==> src/rtl/ibex_xif_icache_ram_arb.sv <==
// rtl/ibex_xif_icache_ram_arb.sv - single-port tag/data RAM arbiter for the icache
// Serialises invalidation sweep, ECC scrub, fill writes and lookup reads: one RAM op per cycle.
module ibex_xif_icache_ram_arb #(
  parameter int unsigned NumWays = 2,
  parameter int unsigned IndexW  = 8,
  parameter int unsigned TagW    = 22,
  parameter int unsigned LineW   = 64
) (
  input  logic               clk_i,
  input  logic               rst_i,
  input  logic               inval_req_i,
  output logic               inval_busy_o,
  input  logic               lookup_req_i,
  input  logic [IndexW-1:0]  lookup_addr_i,
  output logic               lookup_gnt_o,
  output logic               lookup_rvalid_o,
  input  logic               fill_req_i,
  input  logic [IndexW-1:0]  fill_addr_i,
  input  logic [NumWays-1:0] fill_way_i,
  input  logic [TagW-1:0]    fill_tag_i,
  input  logic [LineW-1:0]   fill_data_i,
  output logic               fill_gnt_o,
  input  logic               ecc_err_i,
  output logic [NumWays-1:0] tag_req_o,
  output logic [NumWays-1:0] data_req_o,
  output logic               tag_write_o,
  output logic               data_write_o,
  output logic [IndexW-1:0]  tag_addr_o,
  output logic [IndexW-1:0]  data_addr_o,
  output logic [TagW-1:0]    tag_wdata_o,
  output logic [LineW-1:0]   data_wdata_o
);

  typedef enum logic [1:0] {SWEEP, IDLE, ECC_INV} state_e;

  state_e            r_state;
  state_e            w_state_next;
  logic [IndexW-1:0] r_cnt;
  logic [1:0]        r_starve;
  logic              r_rvalid;
  logic [IndexW-1:0] r_raddr;
  logic              r_ecc_pend;
  logic [IndexW-1:0] r_ecc_addr;
  logic              w_lookup_gnt;
  logic              w_fill_gnt;
  logic              w_ecc_set;

  always_comb begin
    w_state_next = r_state;
    w_lookup_gnt = 1'b0;
    w_fill_gnt   = 1'b0;
    w_ecc_set    = 1'b0;
    inval_busy_o = 1'b0;
    tag_req_o    = '0;
    data_req_o   = '0;
    tag_write_o  = 1'b0;
    data_write_o = 1'b0;
    tag_addr_o   = '0;
    data_addr_o  = '0;
    tag_wdata_o  = '0;
    data_wdata_o = '0;
    case (r_state)
      SWEEP: begin
        inval_busy_o = 1'b1;
        tag_req_o    = '1;
        tag_write_o  = 1'b1;
        tag_addr_o   = r_cnt;
        if (r_cnt == '1) w_state_next = IDLE;
      end
      IDLE: begin
        if (inval_req_i) begin
          w_state_next = SWEEP;
        end else if (r_rvalid && ecc_err_i) begin
          // A detected error outranks everything else; no new read is issued behind it.
          w_ecc_set    = 1'b1;
          w_state_next = ECC_INV;
        end else if (fill_req_i && !(lookup_req_i && r_starve == 2'd3)) begin
          w_fill_gnt   = 1'b1;
          tag_req_o    = fill_way_i;
          data_req_o   = fill_way_i;
          tag_write_o  = 1'b1;
          data_write_o = 1'b1;
          tag_addr_o   = fill_addr_i;
          data_addr_o  = fill_addr_i;
          tag_wdata_o  = fill_tag_i;
          data_wdata_o = fill_data_i;
        end else if (lookup_req_i) begin
          w_lookup_gnt = 1'b1;
          tag_req_o    = '1;
          data_req_o   = '1;
          tag_addr_o   = lookup_addr_i;
          data_addr_o  = lookup_addr_i;
        end
      end
      ECC_INV: begin
        tag_req_o    = {NumWays{r_ecc_pend}};
        tag_write_o  = r_ecc_pend;
        tag_addr_o   = r_ecc_addr;
        w_state_next = IDLE;
      end
      default: w_state_next = SWEEP;
    endcase
    if (rst_i) begin
      w_state_next = SWEEP;
      w_lookup_gnt = 1'b0;
      w_fill_gnt   = 1'b0;
      w_ecc_set    = 1'b0;
      inval_busy_o = 1'b1;
      tag_req_o    = '0;
      data_req_o   = '0;
      tag_write_o  = 1'b0;
      data_write_o = 1'b0;
      tag_addr_o   = '0;
      data_addr_o  = '0;
      tag_wdata_o  = '0;
      data_wdata_o = '0;
    end
  end

  assign lookup_gnt_o    = w_lookup_gnt;
  assign fill_gnt_o      = w_fill_gnt;
  assign lookup_rvalid_o = r_rvalid & ~rst_i;

  always_ff @(posedge clk_i) begin
    if (rst_i) begin
      r_state    <= SWEEP;
      r_cnt      <= '0;
      r_starve   <= '0;
      r_rvalid   <= 1'b0;
      r_raddr    <= '0;
      r_ecc_pend <= 1'b0;
      r_ecc_addr <= '0;
    end else begin
      r_state  <= w_state_next;
      // Counter idles at 0 so a new sweep always starts from index 0.
      r_cnt    <= (r_state == SWEEP) ? r_cnt + 1'b1 : '0;
      r_rvalid <= w_lookup_gnt;
      if (w_lookup_gnt) r_raddr <= lookup_addr_i;
      if (w_lookup_gnt) r_starve <= '0;
      else if (w_fill_gnt && lookup_req_i) r_starve <= r_starve + 2'd1;
      if (w_ecc_set) begin
        r_ecc_pend <= 1'b1;
        r_ecc_addr <= r_raddr;
      end else if (r_state == ECC_INV) begin
        r_ecc_pend <= 1'b0;
      end
    end
  end

endmodule
==> config.mk <==
export PLATFORM = sky130hd
export DESIGN_NAME = ibex_xif_icache_ram_arb
export DESIGN_NICKNAME = d
export VERILOG_FILES = /design/src/rtl/ibex_xif_icache_ram_arb.sv
export SDC_FILE = /design/constraint.sdc
export NUM_CORES = 1
export LEC_CHECK = 0
export CAP_MARGIN = 20
export CORE_MARGIN = 2
export CORE_UTILIZATION = 31
export DETAILED_ROUTE_END_ITERATION = 16
export PLACE_DENSITY_LB_ADDON = 0.15
export SLEW_MARGIN = 0
export SYNTH_ARGS = -nofsm -noshare
export SYNTH_HDL_FRONTEND = slang
export SYNTH_SLANG_ARGS = --single-unit
export TNS_END_PERCENT = 50
==> constraint.sdc <==
create_clock -name clk_i -period 3.82 [get_ports clk_i]
set_input_delay 1.146 -clock clk_i [delete_from_list [all_inputs] [get_ports clk_i]]
set_output_delay 1.146 -clock clk_i [all_outputs]
set_load 0.005 [all_outputs]
==> results.json, run 1 <==
{
  "totalWireLength_um": 11300,
  "diodes": 0,
  "reg2reg_slack_ps": 1780,
  "violations": "negative setup slack",
  "overflow": 0,
  "finalSetupTns_ps": -1050,
  "clock_latency_ps": 280,
  "drive_gt1_share_pct": 33.5,
  "postPlaceCellArea_mm2": 0.00472,
  "cts_tree": "done",
  "yosysTopAreaCell": "dfxtp_1",
  "path_class": "in -> out",
  "yosys-top-cells-area": "dfxtp_1 25%, and2_1 23%, buf_6 4.8%",
  "post-route-util_pct": 67.4,
  "portBuffers": 221,
  "via_per_inst": 4.81,
  "endpoint_kind": "primary output",
  "syn_inst": 287,
  "r2r_start": "r_state[1]$_SDFFE_PP0P_",
  "drt_pass1_iterations": 4,
  "drtIter0Drc": 118,
  "antenna_left": 0,
  "coreArea_mm2": 0.00733,
  "ios": 222,
  "nets": 655,
  "synthToLayoutAreaGrowth_pct": 109,
  "worstMarginPinSlew_ps": 499,
  "finalHoldViolCount": 0,
  "cts.sinks": 30,
  "cts_buffers": 5,
  "cap_violations": 0,
  "finalCritPeriodShare_pct": 103,
  "rsz0062_at_grt": "yes",
  "yosysMostFrequentCell": "and2_1",
  "rows": 31,
  "grt_pass1_vias": 3032,
  "syn-num-nets": 399,
  "hold_buffers": 0,
  "die_w_um": 91.2,
  "final.setup_skew_ps": 3.82,
  "gp_congestion": 0.934,
  "setup_viol": 27,
  "grt_pass1_wl_um": 16600,
  "grt_max_degree": 24,
  "design_area_mm2": 0.00494,
  "cp_max_fo": 8,
  "critPathRequiredTime_ps": 2670,
  "post_drt_wl_per_cell_um": 17.6,
  "critPathLaunchType": "input port",
  "synth_cell_type_count": 44,
  "clock_path_buffers": 2,
  "hold-worst-slack_ps": 471,
  "peakVddDrop_mv": 0.267,
  "relSlewSlack_pct": 66.6,
  "cts.clk_slew.worst_paths_ps": 60,
  "timing.final.ws_setup_ps": -97.9,
  "vias": 3096,
  "synth_edf_count": 0,
  "final_max_slew_viol_count": 0,
  "whs_path_depth": 2,
  "clockRootBuffer": "clkbuf_8",
  "r2r.worst_path.cells": 6,
  "dpl.hpwl_um": 8370,
  "avgSynthCellArea_um2": 8.22,
  "min_to": "r_raddr[3]$_SDFFE_PP0P_",
  "async_reset_ff_share_pct": 0,
  "grt_usage_pct": 25.4,
  "synthTopCellsByCount": "87 x and2_1, 30 x dfxtp_1, 16 x a21oi_1",
  "die_h_um": 91.2,
  "initial_core_util_pct": 32.2,
  "p_leak_uw": 0.00235,
  "synth-seq-cells": 30,
  "totalPowerFinal_uw": 796,
  "dieArea_mm2": 0.00833,
  "synth-seq-area-share_pct": 25.5,
  "maxClockFrequency_mhz": 255,
  "antenna_found_initial": 0,
  "period_minus_slack_ps": 3920,
  "hold_start": "r_raddr[3]$_SDFFE_PP0P_",
  "hold_class": "reg -> reg",
  "yosysTopAreaCellShare_pct": 25.5,
  "fill_cells": 629,
  "yosysWarnings": 0,
  "synth_area_mm2": 0.00236,
  "ys.flop_type": "dfxtp_1",
  "htreeDepth": 2,
  "powerDensity_mw_per_mm2": 161,
  "drc": 0,
  "outcome": "finished with violations",
  "r2r_end": "r_ecc_addr[0]$_SDFFE_PP0P_",
  "crit_arrival_ps": 2770
}
logic make-up (layout without fill, tap and decap cells):
kind of cell | count (synthesis) | in the layout | share of synthesized area, %
compound gates | 54 | 54 | 16.0
xor+xnor | 3 | 3 | 1.11
fa+ha+maj | 2 | 2 | 1.06
buf+inv | 32 | 289 | 9.17
flops | 30 | 30 | 25.5
mux | 16 | 16 | 7.21
simple gates | 150 | 150 | 40.0
layout by cell type, fill, tap and decap left out, types with 12 or more instances in the layout:
| master | synthesis | layout |
|---|---|---|
| nand4_1 | 12 | 12 |
| buf_2 | 1 | 32 |
| dlygate4sd2_1 | 0 | 20 |
| dfxtp_1 | 30 | 30 |
| buf_4 | 2 | 32 |
| a21oi_1 | 16 | 14 |
| nor2_1 | 12 | 12 |
| buf_6 | 10 | 24 |
| clkbuf_2 | 1 | 41 |
| clkdlybuf4s50_1 | 0 | 107 |
| and2_1 | 87 | 77 |
power breakdown:
| part | total [uW] | internal [uW] | switching, uW | leakage (uW) |
|---|---|---|---|---|
| Combinational | 164 | 117 | 46.7 | 0.00205 |
| Clock | 313 | 192 | 122 | 0.0000579 |
| Sequential | 319 | 316 | 3.08 | 0.000242 |
worst max path at each step:
stage | to | from | slack [ps]
after detailed placement | tag_wdata_o[3] | inval_req_i | -840
after global placement | tag_wdata_o[6] | inval_req_i | -790
after CTS | data_wdata_o[47] | inval_req_i | -280
final | tag_addr_o[3] | inval_req_i | -100
after floorplan | tag_addr_o[1] | inval_req_i | 290
after global routing | tag_addr_o[3] | inval_req_i | -140
layout make-up:
type	instances	area, um^2	area share (%)
inverters	4	15.0	0.304
clock buffers	5	68.8	1.39
flip-flops and latches	30	601	12.2
multi-input cells	225	1610	32.6
clock inverters	3	40.0	0.811
well taps	99	124	2.51
repair buffers	277	2480	50.2
state kept, by name, summed over array words and instances, names as in the netlist:
register    count
r_cnt           8
r_raddr         8
r_rvalid        1
r_ecc_pend      1
r_state         2
r_ecc_addr      8
r_starve        2
critical path, cell delays in order:
cell and delay [ps]:
buf_6 90, or3b_4 400, buf_6 140, buf_6 110, nor4_4 220, buf_4 170
buf_6 130, a221o_1 150, clkdlybuf4s15_2 200
routing by layer:
layer	routed length, um	global-route usage, %	vias to the layer above
met5	0	0	-
met4	323	7.07	0
met3	861	6.72	18
met2	5780	46.0	154
met1	4360	29.4	1411
li1	-	-	1513
repair_timing:
action | CTS | global route
gates cloned | 6 | 1
setup endpoints to repair | 111 | 95
pin swaps | 6 | 24
resized for setup | 229 | 150
setup buffers | 13 | 15
stage by stage:
| stage | std cells | worst slack [ps] |
|---|---|---|
| 2_1_floorplan | 287 | 287 |
| 3_3_place_gp | 604 | -789 |
| 3_5_place_dp | 604 | -842 |
| 4_1_cts | 631 | -278 |
| 5_1_grt | 643 | -141 |
| 6_report | 643 | -97.9 |
Note: power is estimated with default switching activity, not from simulation.
==> run 2, diff against run 1 <==
CORE_UTILIZATION = 30   (was 31)
==> run 2 against run 1 <==
  * The flow still finishes with violations (negative setup slack)
  * Count of clock-buffer cells in the layout rose by 1
  * Clock skew barely moved
  * Maximum frequency fell by 0.16%
  * Via count barely moved
  * Final cell count rose by 1.4%
  * Wire length rose by 4.9%
  * Non-clock buffer count rose by 5
  * Largest power group is now the clock network
  * Register-to-register slack barely moved
  * Highest routed layer unchanged
  * Sequential power barely moved
  * Critical endpoint is now data_wdata_o[5]
==> results.json, run 2 (synthesis gave the netlist of run 1 again) <==
{
  "hold_class": "reg -> reg",
  "cts.clk_slew.worst_paths_ps": 60,
  "whs_path_depth": 1,
  "layout_commonest_cell": "clkdlybuf4s50_1",
  "totalWireLength_um": 11900,
  "finalCritPeriodShare_pct": 103,
  "antenna_found_initial": 1,
  "nets": 660,
  "die_w_um": 92.7,
  "peakVddDrop_mv": 0.137,
  "path_cells": "buf_6 > or3b_4 > nor4b_4 > buf_6 > buf_12 > buf_12 > buf_8 > buf_6 > buf_6 > and2_4 > buf_6",
  "gp_congestion": 0.790,
  "fill_cells": 690,
  "critPathRequiredTime_ps": 2670,
  "drtIter0Drc": 104,
  "clockRootBuffer": "clkbuf_8",
  "startpoint": "inval_req_i",
  "outcome": "finished with violations",
  "r2r.worst_path.cells": 6,
  "reg2reg_slack_ps": 1780,
  "vias": 3095,
  "dpl.hpwl_um": 9030,
  "final.setup_skew_ps": 4.15,
  "routed-wl-met3_um": 1400,
  "die_h_um": 92.7,
  "r2r_start": "r_state[1]$_SDFFE_PP0P_",
  "cp_max_fo": 6,
  "synthToLayoutAreaGrowth_pct": 114,
  "grt_pass1_vias": 3033,
  "cap_violations": 0,
  "drt_pass1_iterations": 4,
  "initial_core_util_pct": 30.7,
  "ios": 222,
  "cp_slowest_cell": "or3b_4",
  "worstMarginPinSlew_ps": 498,
  "maxClockFrequency_mhz": 255,
  "cts_tree": "done",
  "critPathLaunchType": "input port",
  "wl_met2_um": 5330,
  "htreeDepth": 2,
  "drt-met1-wl_um": 5050,
  "drc": 0,
  "crit_arrival_ps": 2780,
  "coreArea_mm2": 0.00769,
  "final_max_slew_viol_count": 0,
  "hold_start": "r_cnt[0]$_SDFF_PP0_",
  "p_leak_uw": 0.00235,
  "cp_slowest_stage_delay_ps": 390,
  "clock_latency_ps": 290,
  "antenna_left": 0,
  "overflow": 0,
  "top_layer": "met4",
  "timing.final.ws_setup_ps": -104,
  "grt_usage_pct": 26.0,
  "post_drt_wl_per_cell_um": 18.2,
  "placed_cells": 615,
  "path_class": "in -> out",
  "grt_pass1_wl_um": 17100,
  "powerDensity_mw_per_mm2": 177,
  "grt_max_degree": 22,
  "via_per_inst": 4.75,
  "portBuffers": 221,
  "cts_buffers": 5,
  "mostFrequentLayoutCells": "111 x clkdlybuf4s50_1, 67 x and2_1, 62 x buf_2",
  "cts.sinks": 30,
  "setup_viol": 50,
  "finalHoldViolCount": 0,
  "dieArea_mm2": 0.00859,
  "final_cells": 652,
  "rows": 32,
  "path_common_cell": "buf_6",
  "relSlewSlack_pct": 66.7,
  "period_minus_slack_ps": 3920,
  "setup.worst_path.end": "data_wdata_o[5]",
  "r2r_end": "r_ecc_addr[0]$_SDFFE_PP0P_",
  "rsz0062_at_grt": "yes",
  "endpoint_kind": "primary output",
  "post-route-util_pct": 65.8,
  "clock_path_buffers": 2,
  "violations": "negative setup slack",
  "drive_gt1_share_pct": 39.3,
  "reg.largest.list": "r_cnt (8), r_ecc_addr (8), r_raddr (8)"
}
run 2: changes by cell type in the layout (fill, tap and decap cells not counted), moves of 7 or more:
cell,change
buf_6,+7
dlygate4sd2_1,-17
and2_1,-10
and2_4,+10
buf_2,+30
clkbuf_2,-16
run 2: area by class of cell:
cell class / instances / area [um^2] / area share [%]
clock buffers: 6 / 82.6 / 1.63
well taps: 102 / 128 / 2.52
diodes: 1 / 2.50 / 0.0495
inverters: 4 / 15.0 / 0.297
multi-input cells: 225 / 1640 / 32.4
repair buffers: 282 / 2530 / 50.1
clock inverters: 2 / 60.1 / 1.19
flip-flops and latches: 30 / 601 / 11.9
run 2: worst max-delay path: cells and delay by family:
kind / cells / cell delay, ps
buffers and inverters: 8 / 820
AND/OR/NAND/NOR: 3 / 790
run 2: worst min-delay path by stage:
stage	to	slack (ps)
floorplan	r_cnt[0]$_SDFF_PP0_	430
global placement	r_cnt[0]$_SDFF_PP0_	440
finish	r_cnt[0]$_SDFF_PP0_	470
CTS	r_raddr[4]$_SDFFE_PP0P_	470
global route	r_raddr[3]$_SDFFE_PP0P_	480
detailed placement	r_cnt[0]$_SDFF_PP0_	460
run 2: power breakdown:
part	total, uW	switching, uW	internal (uW)
combinational	169	47.4	121
sequential	318	2.74	315
clock	408	130	278
total	895	180	715
run 2: timing repair:
| action | CTS | global route |
|---|---|---|
| setup buffers | 18 | 5 |
| setup endpoints to repair | 110 | 75 |
| resized for setup | 402 | 73 |
| hold buffers | 0 | 0 |
| pin swaps | 17 | 17 |
| cloned | 7 | 0 |
run 2: per-stage QoR:
stage	hold WS, ps	power, uW	TNS, ps	instance area, um^2	worst slack [ps]
final	466	895	-2060	5060	-104
after floorplan	429	350	0	2360	287
after detailed placement	456	489	-69050	4800	-760
after global placement	445	487	-66730	4800	-699
after CTS	469	892	-139	5020	-60.1
after global routing	485	922	-4740	5060	-149
run 2: routing by layer:
| metal | up-vias | track usage (%) |
|---|---|---|
| met5 | - | 0 |
| met4 | 0 | 4.04 |
| met3 | 10 | 11.4 |
| met2 | 149 | 40.8 |
| met1 | 1406 | 33.9 |
| li1 | 1530 | - |
==> run 3, diff against run 2 <==
CORE_ASPECT_RATIO = 1.25   (was not set)
==> run 3 against run 2 <==
  * Wire length fell by 4.7%
  * Largest cell class unchanged
  * Sequential share of layout area rose by 0.17 points
  * Setup slack got worse by 8.1 ps
  * Combinational power fell by 3%
  * Non-clock buffer count fell by 10
  * Sequential power barely moved
  * Cell area fell by 1.4%
  * Largest power group unchanged
  * The flow still finishes with violations (negative setup slack)
  * Critical path type unchanged
  * Global-route usage fell by 1.8 points
  * Highest routed layer unchanged
  * Clock power barely moved
==> results.json, run 3 (synthesis gave the netlist of run 1 again) <==
{
  "reg.largest.list": "r_cnt (8), r_ecc_addr (8), r_raddr (8)",
  "mostFrequentLayoutCells": "109 x clkdlybuf4s50_1, 61 x and2_1, 50 x buf_2",
  "clock_latency_ps": 290,
  "period_minus_slack_ps": 3930,
  "cap_violations": 0,
  "gp_congestion": 0.856,
  "timing.final.ws_setup_ps": -112,
  "peakVddDrop_mv": 0.214,
  "top_layer": "met4",
  "endpoint_kind": "primary output",
  "wl_met2_um": 5990,
  "path_class": "in -> out",
  "antenna_left": 0,
  "totalWireLength_um": 11300,
  "routed-wl-met3_um": 746,
  "cp_max_fo": 5,
  "post_drt_wl_per_cell_um": 17.9,
  "ios": 222,
  "antenna_found_initial": 0,
  "drive_gt1_share_pct": 38.6,
  "final.setup_skew_ps": 6.38,
  "die_h_um": 103,
  "violations": "negative setup slack",
  "grt_pass1_vias": 2956,
  "via_per_inst": 4.94,
  "grt_usage_pct": 24.3,
  "hold_buffers": 0,
  "hold_class": "reg -> reg",
  "fill_cells": 662,
  "relSlewSlack_pct": 63.9,
  "cts.clk_slew.worst_paths_ps": 60,
  "final_max_slew_viol_count": 0,
  "clockRootBuffer": "clkbuf_8",
  "drt_pass1_iterations": 4,
  "nets": 650,
  "totalPowerFinal_uw": 887,
  "finalHoldViolCount": 0,
  "drtIter0Drc": 71,
  "outcome": "finished with violations",
  "p_leak_uw": 0.00231,
  "finalCritPeriodShare_pct": 103,
  "clock_path_buffers": 2,
  "worstMarginPinSlew_ps": 540,
  "layout_commonest_cell": "clkdlybuf4s50_1",
  "maxClockFrequency_mhz": 254,
  "die_w_um": 83.3,
  "design_area_mm2": 0.00499,
  "drt-met1-wl_um": 4390,
  "cts_tree": "done",
  "htreeDepth": 2,
  "pre_cts_ws_ps": -808,
  "grt_pass1_wl_um": 16400,
  "rows": 36,
  "grt_max_degree": 17,
  "dieArea_mm2": 0.00860,
  "portBuffers": 221,
  "crit_arrival_ps": 2790,
  "vias": 3129,
  "drc": 0,
  "postPlaceCellArea_mm2": 0.00475,
  "critPathRequiredTime_ps": 2670,
  "powerDensity_mw_per_mm2": 178,
  "setup_viol": 58,
  "cts.sinks": 30,
  "initial_core_util_pct": 30.6,
  "cts_buffers": 5,
  "dpl.hpwl_um": 8160,
  "post-route-util_pct": 64.7,
  "critPathLaunchType": "input port",
  "coreArea_mm2": 0.00770,
  "diodes": 0,
  "overflow": 0,
  "synthToLayoutAreaGrowth_pct": 111,
  "rsz0062_at_grt": "yes"
}
[run 3: cell count changes in the layout (fill, tap and decap cells not counted), moves of 3 or more]
cell / change
and2_1: -6
and2_4: +6
buf_16: -3
buf_2: -12
dlygate4sd2_1: +3
[run 3: power breakdown]
group | switching (uW) | internal [uW]
Combinational | 45.9 | 118
Clock | 126 | 278
Sequential | 3.02 | 315
[run 3: worst max-delay path, stage by stage]
cell,delay (ps)
buf_6,90
or3b_4,410
nor4b_4,340
buf_6,150
buf_8,100
buf_6,120
buf_6,110
buf_12,90
and2_4,130
buf_6,90
[run 3: layer usage]
layer / track usage (%) / vias up
li1: - / 1501
met1: 29.0 / 1461
met2: 44.2 / 153
met3: 4.48 / 14
met4: 7.82 / 0
met5: 0 / -
[run 3: layout make-up]
type	instances	area (um^2)	area share, %
Sequential cell	30	601	12.0
Tap cell	95	119	2.38
Clock buffer	6	82.6	1.66
Clock inverter	2	60.1	1.20
Multi-Input combinational cell	225	1650	33.0
Timing Repair Buffer	272	2460	49.4
Inverter	4	15.0	0.301
[run 3: what timing repair did]
item | 4_1_cts | 5_1_grt
pin swaps | 20 | 25
resized for setup | 370 | 105
gates cloned | 5 | 2
endpoints found under the setup margin | 110 | 82
buffers inserted | 20 | 4
[run 3: worst paths after layout]
kind                            cells after the start  slack, ps                     from                         end
worst min register to register                      1        470      r_cnt[0]$_SDFF_PP0_         r_cnt[0]$_SDFF_PP0_
worst max-delay path                               10       -110              inval_req_i            data_wdata_o[55]
worst max register to register                      4       1960  r_state[0]$_SDFFE_PP0P_  r_ecc_addr[2]$_SDFFE_PP0P_
worst min-delay path                                1        470      r_cnt[0]$_SDFF_PP0_         r_cnt[0]$_SDFF_PP0_
[run 3: metrics by stage]
step	hold slack (ps)	TNS, ps	std cells
global route	491	-5800	634
CTS	468	-5260	633
global placement	447	-78650	601
detailed placement	456	-80250	601
floorplan	429	0	287
finish	469	-2150	634
